File: config.mk
export PLATFORM = sky130hd
export DESIGN_NAME = fan_speed_ctrl
export DESIGN_NICKNAME = d
export VERILOG_FILES = /design/src/rtl/fan_pkg.sv /design/src/rtl/fan_level_fsm.sv /design/src/rtl/fan_speed_ctrl.sv
export SDC_FILE = /design/constraint.sdc
export NUM_CORES = 1
export LEC_CHECK = 0
export BUFFER_PORTS_ARGS = -buffer_cell sky130_fd_sc_hd__buf_2
export CORE_UTILIZATION = 30
export CTS_CLUSTER_DIAMETER = 60
export DETAILED_ROUTE_END_ITERATION = 7
export PLACE_DENSITY = 0.46
export SYNTH_ARGS = -nofsm -noshare
export SYNTH_HDL_FRONTEND = slang
export SYNTH_SLANG_ARGS = --single-unit
File: constraint.sdc
create_clock -name clk -period 8.15 [get_ports clk]
set_clock_uncertainty 0.05 [all_clocks]
set_input_delay 0.4075 -clock clk [delete_from_list [all_inputs] [get_ports clk]]
set_output_delay 0.4075 -clock clk [all_outputs]
set_load 0.02 [all_outputs]
File: src/rtl/fan_pkg.sv
// fan_pkg: shared definitions for the fan speed controller.
//   - level encoding (LVL_OFF..LVL_HIGH)
//   - ramp FSM state encoding
//   - default thresholds/speeds, also used by the smart-home top level
//   - sat_sub: saturating 8-bit subtract, used for hysteresis thresholds
package fan_pkg;

    localparam logic [1:0] LVL_OFF  = 2'd0;
    localparam logic [1:0] LVL_LOW  = 2'd1;
    localparam logic [1:0] LVL_MED  = 2'd2;
    localparam logic [1:0] LVL_HIGH = 2'd3;

    typedef enum logic [1:0] {
        StIdle = 2'd0,
        StKick = 2'd1,
        StRun  = 2'd2
    } ramp_state_e;

    localparam logic [7:0] DEF_T_LOW    = 8'd25;
    localparam logic [7:0] DEF_T_MED    = 8'd30;
    localparam logic [7:0] DEF_T_HIGH   = 8'd35;
    localparam logic [7:0] DEF_HYST     = 8'd2;
    localparam logic [7:0] DEF_SPD_LOW  = 8'd64;
    localparam logic [7:0] DEF_SPD_MED  = 8'd128;
    localparam logic [7:0] DEF_SPD_HIGH = 8'd255;

    function automatic logic [7:0] sat_sub(input logic [7:0] a, input logic [7:0] b);
        return (a > b) ? (a - b) : 8'd0;
    endfunction

endpackage

File: src/rtl/fan_level_fsm.sv
// fan_level_fsm: hysteresis level register.
// Ports:
//   clk, arst       - clock, synchronous active-high reset
//   temp_valid      - one-cycle strobe qualifying temp
//   temp[7:0]       - unsigned temperature in degC
//   level[1:0]      - current demand level (LVL_OFF..LVL_HIGH), registered
// Rising temperature uses the plain thresholds; falling temperature uses the
// thresholds lowered by HYST, so the level only drops once clearly below.
module fan_level_fsm
    import fan_pkg::*;
#(
    parameter logic [7:0] T_LOW  = DEF_T_LOW,
    parameter logic [7:0] T_MED  = DEF_T_MED,
    parameter logic [7:0] T_HIGH = DEF_T_HIGH,
    parameter logic [7:0] HYST   = DEF_HYST
) (
    input  logic       clk,
    input  logic       arst,
    input  logic       temp_valid,
    input  logic [7:0] temp,
    output logic [1:0] level
);

    localparam logic [7:0] T_LOW_DN  = sat_sub(T_LOW, HYST);
    localparam logic [7:0] T_MED_DN  = sat_sub(T_MED, HYST);
    localparam logic [7:0] T_HIGH_DN = sat_sub(T_HIGH, HYST);

    logic [1:0] level_q;
    logic [1:0] up_lvl;
    logic [1:0] dn_lvl;

    always_comb begin
        up_lvl = LVL_OFF;
        if (temp >= T_HIGH)     up_lvl = LVL_HIGH;
        else if (temp >= T_MED) up_lvl = LVL_MED;
        else if (temp >= T_LOW) up_lvl = LVL_LOW;

        dn_lvl = LVL_OFF;
        if (temp >= T_HIGH_DN)     dn_lvl = LVL_HIGH;
        else if (temp >= T_MED_DN) dn_lvl = LVL_MED;
        else if (temp >= T_LOW_DN) dn_lvl = LVL_LOW;
    end

    always_ff @(posedge clk) begin
        if (arst) begin
            level_q <= LVL_OFF;
        end else if (temp_valid) begin
            if (up_lvl > level_q) begin
                level_q <= up_lvl;
            end else if (dn_lvl < level_q) begin
                level_q <= dn_lvl;
            end
        end
    end

    assign level = level_q;

endmodule

File: src/rtl/fan_speed_ctrl.sv
// fan_speed_ctrl: temperature-driven fan demand with rate-limited ramp and
// full-power kick-start from standstill. Drives FanSpeed.speed.
// Ports:
//   clk, arst       - clock, synchronous active-high reset
//   temp_valid      - one-cycle strobe qualifying temp
//   temp[7:0]       - unsigned temperature in degC
//   man_en          - manual override enable (level-sensitive)
//   man_speed[7:0]  - override speed
//   speed[7:0]      - PWM speed command (registered)
//   level[1:0]      - demand level 0=OFF..3=HIGH (registered)
//   kick            - high while spinning up at 255 (registered)
//   at_target       - speed equals target and not kicking (registered)
module fan_speed_ctrl
    import fan_pkg::*;
#(
    parameter int unsigned RAMP_DIV    = 256,
    parameter int unsigned STEP        = 4,
    parameter int unsigned KICK_CYCLES = 1024,
    parameter logic [7:0]  T_LOW       = DEF_T_LOW,
    parameter logic [7:0]  T_MED       = DEF_T_MED,
    parameter logic [7:0]  T_HIGH      = DEF_T_HIGH,
    parameter logic [7:0]  HYST        = DEF_HYST,
    parameter logic [7:0]  SPD_LOW     = DEF_SPD_LOW,
    parameter logic [7:0]  SPD_MED     = DEF_SPD_MED,
    parameter logic [7:0]  SPD_HIGH    = DEF_SPD_HIGH
) (
    input  logic       clk,
    input  logic       arst,
    input  logic       temp_valid,
    input  logic [7:0] temp,
    input  logic       man_en,
    input  logic [7:0] man_speed,
    output logic [7:0] speed,
    output logic [1:0] level,
    output logic       kick,
    output logic       at_target
);

    localparam int unsigned PW = $clog2(RAMP_DIV);
    localparam int unsigned KW = (KICK_CYCLES > 1) ? $clog2(KICK_CYCLES) : 1;
    localparam logic [PW-1:0] PRESC_LAST = PW'(RAMP_DIV - 1);
    localparam logic [KW-1:0] KICK_LAST  = KW'(KICK_CYCLES - 1);
    localparam logic [7:0]    STEP_B     = 8'(STEP);

    logic [1:0]    lvl;
    logic [7:0]    lvl_speed;
    logic [7:0]    target_q, target_d;
    ramp_state_e   state_q, state_d;
    logic [7:0]    speed_q, speed_d;
    logic          kick_q, kick_d;
    logic          at_target_q;
    logic [PW-1:0] presc_q, presc_d;
    logic [KW-1:0] kcnt_q, kcnt_d;
    logic          going_up;
    logic [7:0]    diff, delta, stepped;

    fan_level_fsm #(
        .T_LOW  (T_LOW),
        .T_MED  (T_MED),
        .T_HIGH (T_HIGH),
        .HYST   (HYST)
    ) u_level (
        .clk        (clk),
        .arst       (arst),
        .temp_valid (temp_valid),
        .temp       (temp),
        .level      (lvl)
    );

    always_comb begin
        lvl_speed = 8'd0;
        unique case (lvl)
            LVL_OFF:  lvl_speed = 8'd0;
            LVL_LOW:  lvl_speed = SPD_LOW;
            LVL_MED:  lvl_speed = SPD_MED;
            LVL_HIGH: lvl_speed = SPD_HIGH;
            default:  lvl_speed = 8'd0;
        endcase
        target_d = man_en ? man_speed : lvl_speed;
    end

    // Clamped step toward target: never overshoots, never wraps.
    always_comb begin
        going_up = target_q > speed_q;
        diff     = going_up ? (target_q - speed_q) : (speed_q - target_q);
        delta    = (diff < STEP_B) ? diff : STEP_B;
        stepped  = going_up ? (speed_q + delta) : (speed_q - delta);
    end

    always_comb begin
        state_d = state_q;
        speed_d = speed_q;
        kick_d  = kick_q;
        presc_d = presc_q;
        kcnt_d  = kcnt_q;
        unique case (state_q)
            StIdle: begin
                if (target_q != 8'd0) begin
                    state_d = StKick;
                    speed_d = 8'd255;
                    kick_d  = 1'b1;
                    kcnt_d  = '0;
                end
            end
            StKick: begin
                if (target_q == 8'd0) begin
                    state_d = StIdle;
                    speed_d = 8'd0;
                    kick_d  = 1'b0;
                end else if (kcnt_q == KICK_LAST) begin
                    state_d = StRun;
                    speed_d = target_q;
                    kick_d  = 1'b0;
                    presc_d = '0;
                end else begin
                    kcnt_d = kcnt_q + 1'b1;
                end
            end
            StRun: begin
                if (presc_q == PRESC_LAST) begin
                    presc_d = '0;
                    speed_d = stepped;
                    if (stepped == 8'd0) state_d = StIdle;
                end else begin
                    presc_d = presc_q + 1'b1;
                end
            end
            default: begin
                state_d = StIdle;
                speed_d = 8'd0;
                kick_d  = 1'b0;
            end
        endcase
    end

    always_ff @(posedge clk) begin
        if (arst) begin
            target_q    <= 8'd0;
            state_q     <= StIdle;
            speed_q     <= 8'd0;
            kick_q      <= 1'b0;
            at_target_q <= 1'b1;
            presc_q     <= '0;
            kcnt_q      <= '0;
        end else begin
            target_q    <= target_d;
            state_q     <= state_d;
            speed_q     <= speed_d;
            kick_q      <= kick_d;
            // Built from next-state values so it matches speed/target as registered.
            at_target_q <= (speed_d == target_d) && !kick_d;
            presc_q     <= presc_d;
            kcnt_q      <= kcnt_d;
        end
    end

    assign speed     = speed_q;
    assign level     = lvl;
    assign kick      = kick_q;
    assign at_target = at_target_q;

endmodule

# After elaboration in Yosys (flattened, before gate mapping)
# Index checks and enable logic that the tools add are counted.
[word_totals]
elab_cells = 89
in_bits = 20
register_bits = 40
[classes]
addsub = 6
eq_ne = 15
order_cmp = 10
reduce_logical = 14
mux = 36
[op_table]
columns = ["cell", "count"]
rows = [
  ["two-way mux 8 bit", 11],
  ["greater-or-equal comparator 8 x 5 -> 1 bit (second input constant)", 4],
  ["case mux 8 bit (4 select lines)", 1],
  ["two-way mux 10 bit", 3],
  ["case mux 8 bit (3 select lines)", 1],
  ["subtractor 8 bit", 3],
  ["two-way mux 2 bit", 11],
  ["case mux 10 bit (2 select lines)", 1],
  ["greater-or-equal comparator 8 x 6 -> 1 bit (second input constant)", 2],
  ["logical NOT 8 bit", 2],
  ["case mux 8 bit (2 select lines)", 1],
  ["inequality test 2 bit (second input constant)", 6],
  ["adder 10 x 1 -> 10 bit (second input constant)", 1],
  ["equality test 10 bit (second input constant)", 1],
  ["adder 8 x 1 -> 8 bit (second input constant)", 1],
  ["adder 8 bit", 1],
  ["equality test 8 bit", 1],
  ["equality test 8 bit (second input constant)", 1],
  ["> comparator 8 bit", 1],
  ["< comparator 8 x 3 -> 1 bit (second input constant)", 1],
  ["AND reduction 4 bit", 2],
  ["nonzero test 8 bit", 1],
  ["equality test 2 bit (second input constant)", 3],
  ["case mux 2 bit (3 select lines)", 1],
  ["12 further kinds", 20],
]

# Depth between registers and ports, before layout
[depth]
depth_word = 10
mapped_depth = 26

# Modules after synthesis
# Synthesis repeated with hierarchy kept, for this count alone.
[unflattened]
cells_unflattened = 429
hier_area_um2 = 3482.1
[modules_own_cells]
columns = ["mod", "instances", "seq_area_each_um2", "area_per_inst_um2", "cells_per_inst"]
rows = [
  ["fan_speed_ctrl", 1, 760.7, 3188.1, 391],
  ["fan_level_fsm", 1, 40.0, 294.0, 38],
]

# Least setup slack after synthesis
# OpenSTA, ideal clock, no wires.
[synth_timing]
path_type = "flip-flop to flip-flop"
from = "register speed_q[1], in the netlist speed[1]"
to = "register at_target_q, in the netlist at_target"
path_stages_with_launch = 24
required_time_ns = 8.027
period_less_slack_ns = 5.137
arrival_ns = 5.014
n_path_buf = 1
setup_slack_ns = 3.013
setup_ns = 0.073
path_cell_list = "dfxtp_1 > inv_1 > fa_1 > nand3_1 > a21oi_2 > o22a_1 > buf_2 > nor3_1 > o32ai_1 > nand4b_4 > or2_2 > ha_1 > nand2_1 > o21ai_0 > fa_1 > xor2_1 > nor4_1 > a31oi_1 > o2111ai_1 > or3b_1 > o31a_1 > a211oi_2 > nand3b_1 > o211ai_2"
[synth_via]
elab_chain_len = 10
word_cells_on_any_way = 16
[synth_lines]
columns = ["element", "line_no", "source"]
rows = [
  ["start, declared", "fan_speed_ctrl.sv:49", "logic [7:0] speed_q, speed_d;"],
  ["start signal, assigned", "fan_speed_ctrl.sv:148", "speed_q <= speed_d;"],
  ["subtractor 8 bit or > comparator 8 bit (tied branches)", "fan_speed_ctrl.sv:85, fan_speed_ctrl.sv:84", ""],
  ["two-way mux 8 bit", "fan_speed_ctrl.sv:85", "diff = going_up ? (target_q - speed_q) : (speed_q - target_q);"],
  ["< comparator 8 x 3 -> 1 bit", "fan_speed_ctrl.sv:86", "delta = (diff < STEP_B) ? diff : STEP_B;"],
  ["two-way mux 8 bit", "fan_speed_ctrl.sv:86", ""],
  ["subtractor 8 bit or adder 8 bit (tied branches)", "fan_speed_ctrl.sv:87", "stepped = going_up ? (speed_q + delta) : (speed_q - delta);"],
  ["two-way mux 8 bit", "fan_speed_ctrl.sv:87", ""],
  ["two-way mux 8 bit", "fan_speed_ctrl.sv:120", "if (presc_q == PRESC_LAST) begin"],
  ["case mux 8 bit (3 select lines) (*)", "fan_speed_ctrl.sv:96", "unique case (state_q)"],
  ["equality test 8 bit (*)", "fan_speed_ctrl.sv:151", "at_target_q <= (speed_d == target_d) && !kick_d;"],
  ["logical AND 1 bit (*)", "fan_speed_ctrl.sv:151", ""],
  ["end signal, assigned", "fan_speed_ctrl.sv:151", ""],
  ["end, declared", "fan_speed_ctrl.sv:51", "logic at_target_q;"],
]
# Every way passes the cells marked *; elsewhere a longest branch is shown, timed or not.
# A chain may end at the register's enable or synchronous reset.

# Worst setup path in the final report
[layout_timing]
from = "register speed_q[4], in the netlist speed[4]"
to = "register at_target_q, in the netlist at_target"
# The elaborated chain is that of the path after synthesis.

==> impl_metrics.tcl <==
set metrics [dict create \
    status "finished, violations left" \
    failed_checks "DRC" \
    grt_pass1_vias 3085 \
    postSynthCellCount 453 \
    initial_utilization 0.310 \
    synth_seq_cells 40 \
    max_freq_mhz 167 \
    grt_usage 0.154 \
    synth_seq_area_share 0.225 \
    worstHoldPathType "input pin to flip-flop" \
    fp.coreArea_um2 11500 \
    max-vdd-ir-drop_mv 0.102 \
    ys.flop_type "dfxtp_1" \
    root_buffer "clkbuf_16" \
    dr.first_iter.drc_count 249 \
    grt_setup_unrepaired "false" \
    fp.dieH_um 111 \
    layout.nets 527 \
    gp_congestion 0.828 \
    highest_layer "met4" \
    wl_per_cell_um 15.1 \
    cts_tree "done" \
    diodes 0 \
    finalCritPeriodShare 0.733 \
    netlist.area_leader.share 0.225 \
    worstSkewPairLatency_ns 0.28 \
    relSlewSlack 0.646 \
    dpl_cell_area_um2 3820 \
    tns_ns 0 \
    dr_wl_met2_um 4260 \
    path_delay_family "compound AO/OA/AOI/OAI gates" \
    max-clock-path-buffers 2 \
    synth.net_count 504 \
    cts_resized 0 \
    dp_cells 612 \
    grt_pass1_wl_um 15300 \
    cap_violations 0 \
    crit_fanout 13 \
    ctsHoldBuffers 0 \
    critPathLaunchType "flip-flop" \
    clk_transition_reported_paths_ns 0.06 \
    syn_area_per_cell_um2 7.87 \
    dieArea_um2 12300 \
    ys_types 80 \
    post_cts_buffers 0 \
    synth-edff-count 0 \
    drive_above_1_share 0.145 \
    crit_required_ns 8.31 \
    final_cells 619 \
    leakage_nw 1.61 \
    power_density_nw_per_um2 219 \
    period_needed_ns 5.98 \
    cpPeakStageDelay_ns 0.49 \
    port_buffers 31 \
    cts_sinks 40 \
    firstDrtPassIters 6 \
    netlist_area_um2 3560 \
    yosysMostFrequentCell "nor2_1" \
    yosys_warnings 0 \
    htreeDepth 2 \
    drc 2 \
    met3WireLength_um 366 \
    finalHoldViolations 0 \
    viasPerCell 5.33 \
    synthToLayoutAreaGrowth_pct 10.9 \
    rows 39 \
    cts_buffers 5 \
    die_x_um 111 \
    synthArstFlopShare 0 \
    dpl.hpwl_um 7430 \
    ys_top_cells_by_area "dfxtp_1, ha_1, nor2_1" \
    wl_um 9320 \
    grt_max_degree 30 \
    overflow 0 \
    timing_worst_slew_pin_value_ns 0.530 \
    pin_count 32 \
    setup_violations 0 \
    antenna_left 0 \
    crit_slowest_cell "dfxtp_1" \
    cp_cell_sequence "inv_1 > ha_1 > nand4_2 > a21oi_2 > o22a_1 > mux2i_1 > xor2_1 > nand4b_4 > or2_2 > ha_1 > nand2_1 > o21ai_0 > fa_1 > xor2_1 > nor4_1 > a31oi_1 > o2111ai_1 > or3b_1 > o31a_1 > a211oi_2 > nand3b_1 > o211ai_2" \
    critPathKind "flip-flop to flip-flop" \
    drv_slew 0 \
    antenna_found_initial 0 \
    synth_area_leader_cell "dfxtp_1" \
    vias 3301 \
    ys_top_cells_by_count "nor2_1, dfxtp_1, a21oi_1, nand2_1, inv_1" \
    critical_path_buf_inv_count 1 \
    critPathArrivalTime_ns 6.14 \
    stdcell_area_um2 3950 \
    crit_path_end_kind "flip-flop" \
    wl_met1_um 4560 \
]
## worst paths after layout
kind | start | cells after the start | to | slack [ns]
hold / removal | man_speed[4] | 3 | target_q[4] | 0.37
hold reg to reg | kcnt_q[1] | 2 | kcnt_q[1] | 0.42
setup reg to reg | speed[4] | 22 | at_target | 2.17
setup / recovery | speed[4] | 22 | at_target | 2.17
## area by class of cell
class                           instances  area (um^2)
Fill cell                            1269         7560
Tap cell                              143          179
Timing Repair Buffer                   32          163
Multi-Input combinational cell        366         2560
Sequential cell                        40          801
Clock inverter                          2         12.5
Clock buffer                            5          125
Inverter                               31          116
## registers in the layout, summed over array words and instances, names as in the netlist
signal / count
state_q: 2
speed: 8
presc_q: 8
u_level.level: 2
target_q: 8
at_target: 1
kick: 1
kcnt_q: 10
## where the power goes
part           total [mW]  switching [mW]  internal [mW]  leakage, nW
sequential          0.230          0.0207          0.209        0.328
clock               0.189          0.0777          0.111       0.0657
combinational       0.448           0.269          0.180         1.22
## cells in the final DEF, fill, tap and decap left out, types with 3 or more instances in the layout
| cell | instances |
|---|---|
| and2_1 | 6 |
| a211oi_1 | 8 |
| nand4_1 | 5 |
| nor2_1 | 58 |
| nand3_1 | 15 |
| nor2b_1 | 4 |
| nand3b_1 | 6 |
| o21ai_0 | 19 |
| o22ai_1 | 4 |
| nor4_1 | 3 |
| or2_2 | 5 |
| nor3b_1 | 4 |
| mux2i_1 | 5 |
| buf_2 | 31 |
| xor2_1 | 11 |
| a21o_1 | 5 |
| fa_1 | 3 |
| inv_1 | 31 |
| xnor2_1 | 9 |
| clkbuf_16 | 5 |
| a21oi_1 | 34 |
| and3_1 | 7 |
| nor3_1 | 9 |
| nand2b_1 | 6 |
| nand2_1 | 32 |
| o31ai_1 | 3 |
| dfxtp_1 | 40 |
| and4_1 | 3 |
| a221oi_1 | 3 |
| ha_1 | 28 |
| a31oi_1 | 10 |
## kinds of logic (layout without fill, tap and decap cells)
logic type / Yosys count / after routing / synth area share
XOR/XNOR: 20 / 20 / 0.0491
AO/OA/AOI/OAI: 124 / 124 / 0.247
AND/OR/NAND/NOR: 183 / 183 / 0.283
buffers and inverters: 47 / 70 / 0.0579
flip-flops: 40 / 40 / 0.225
adder cells (fa/ha/maj): 31 / 31 / 0.115
multiplexers: 8 / 8 / 0.0235
## worst register-to-register path, delay by kind of cell (launching register included)
family | cells | cell delay (ns)
compound gates | 8 | 1.77
xor+xnor | 2 | 0.57
fa+ha+maj | 3 | 1.22
buf+inv | 1 | 0.08
flops | 1 | 0.49
mux | 1 | 0.27
simple gates | 7 | 1.47
## through the flow
step	power, mW	hold slack (ns)	utilization	setup WS [ns]
floorplan	0.578	0.394	-	3.01
CTS	0.875	0.358	0.343	2.19
finish	0.867	0.366	0.343	2.17
global route	0.933	0.368	0.343	1.73
detailed placement	0.680	0.418	0.331	2.24
global placement	0.682	0.416	0.331	2.27
## per-layer routing
layer / GRT usage / vias to the layer above
met2: 0.255 / 69
met4: 0.0411 / 0
met3: 0.0197 / 8
li1: - / 1688
met5: 0 / -
met1: 0.209 / 1536
No activity file was read; power rests on OpenSTA's default activity.
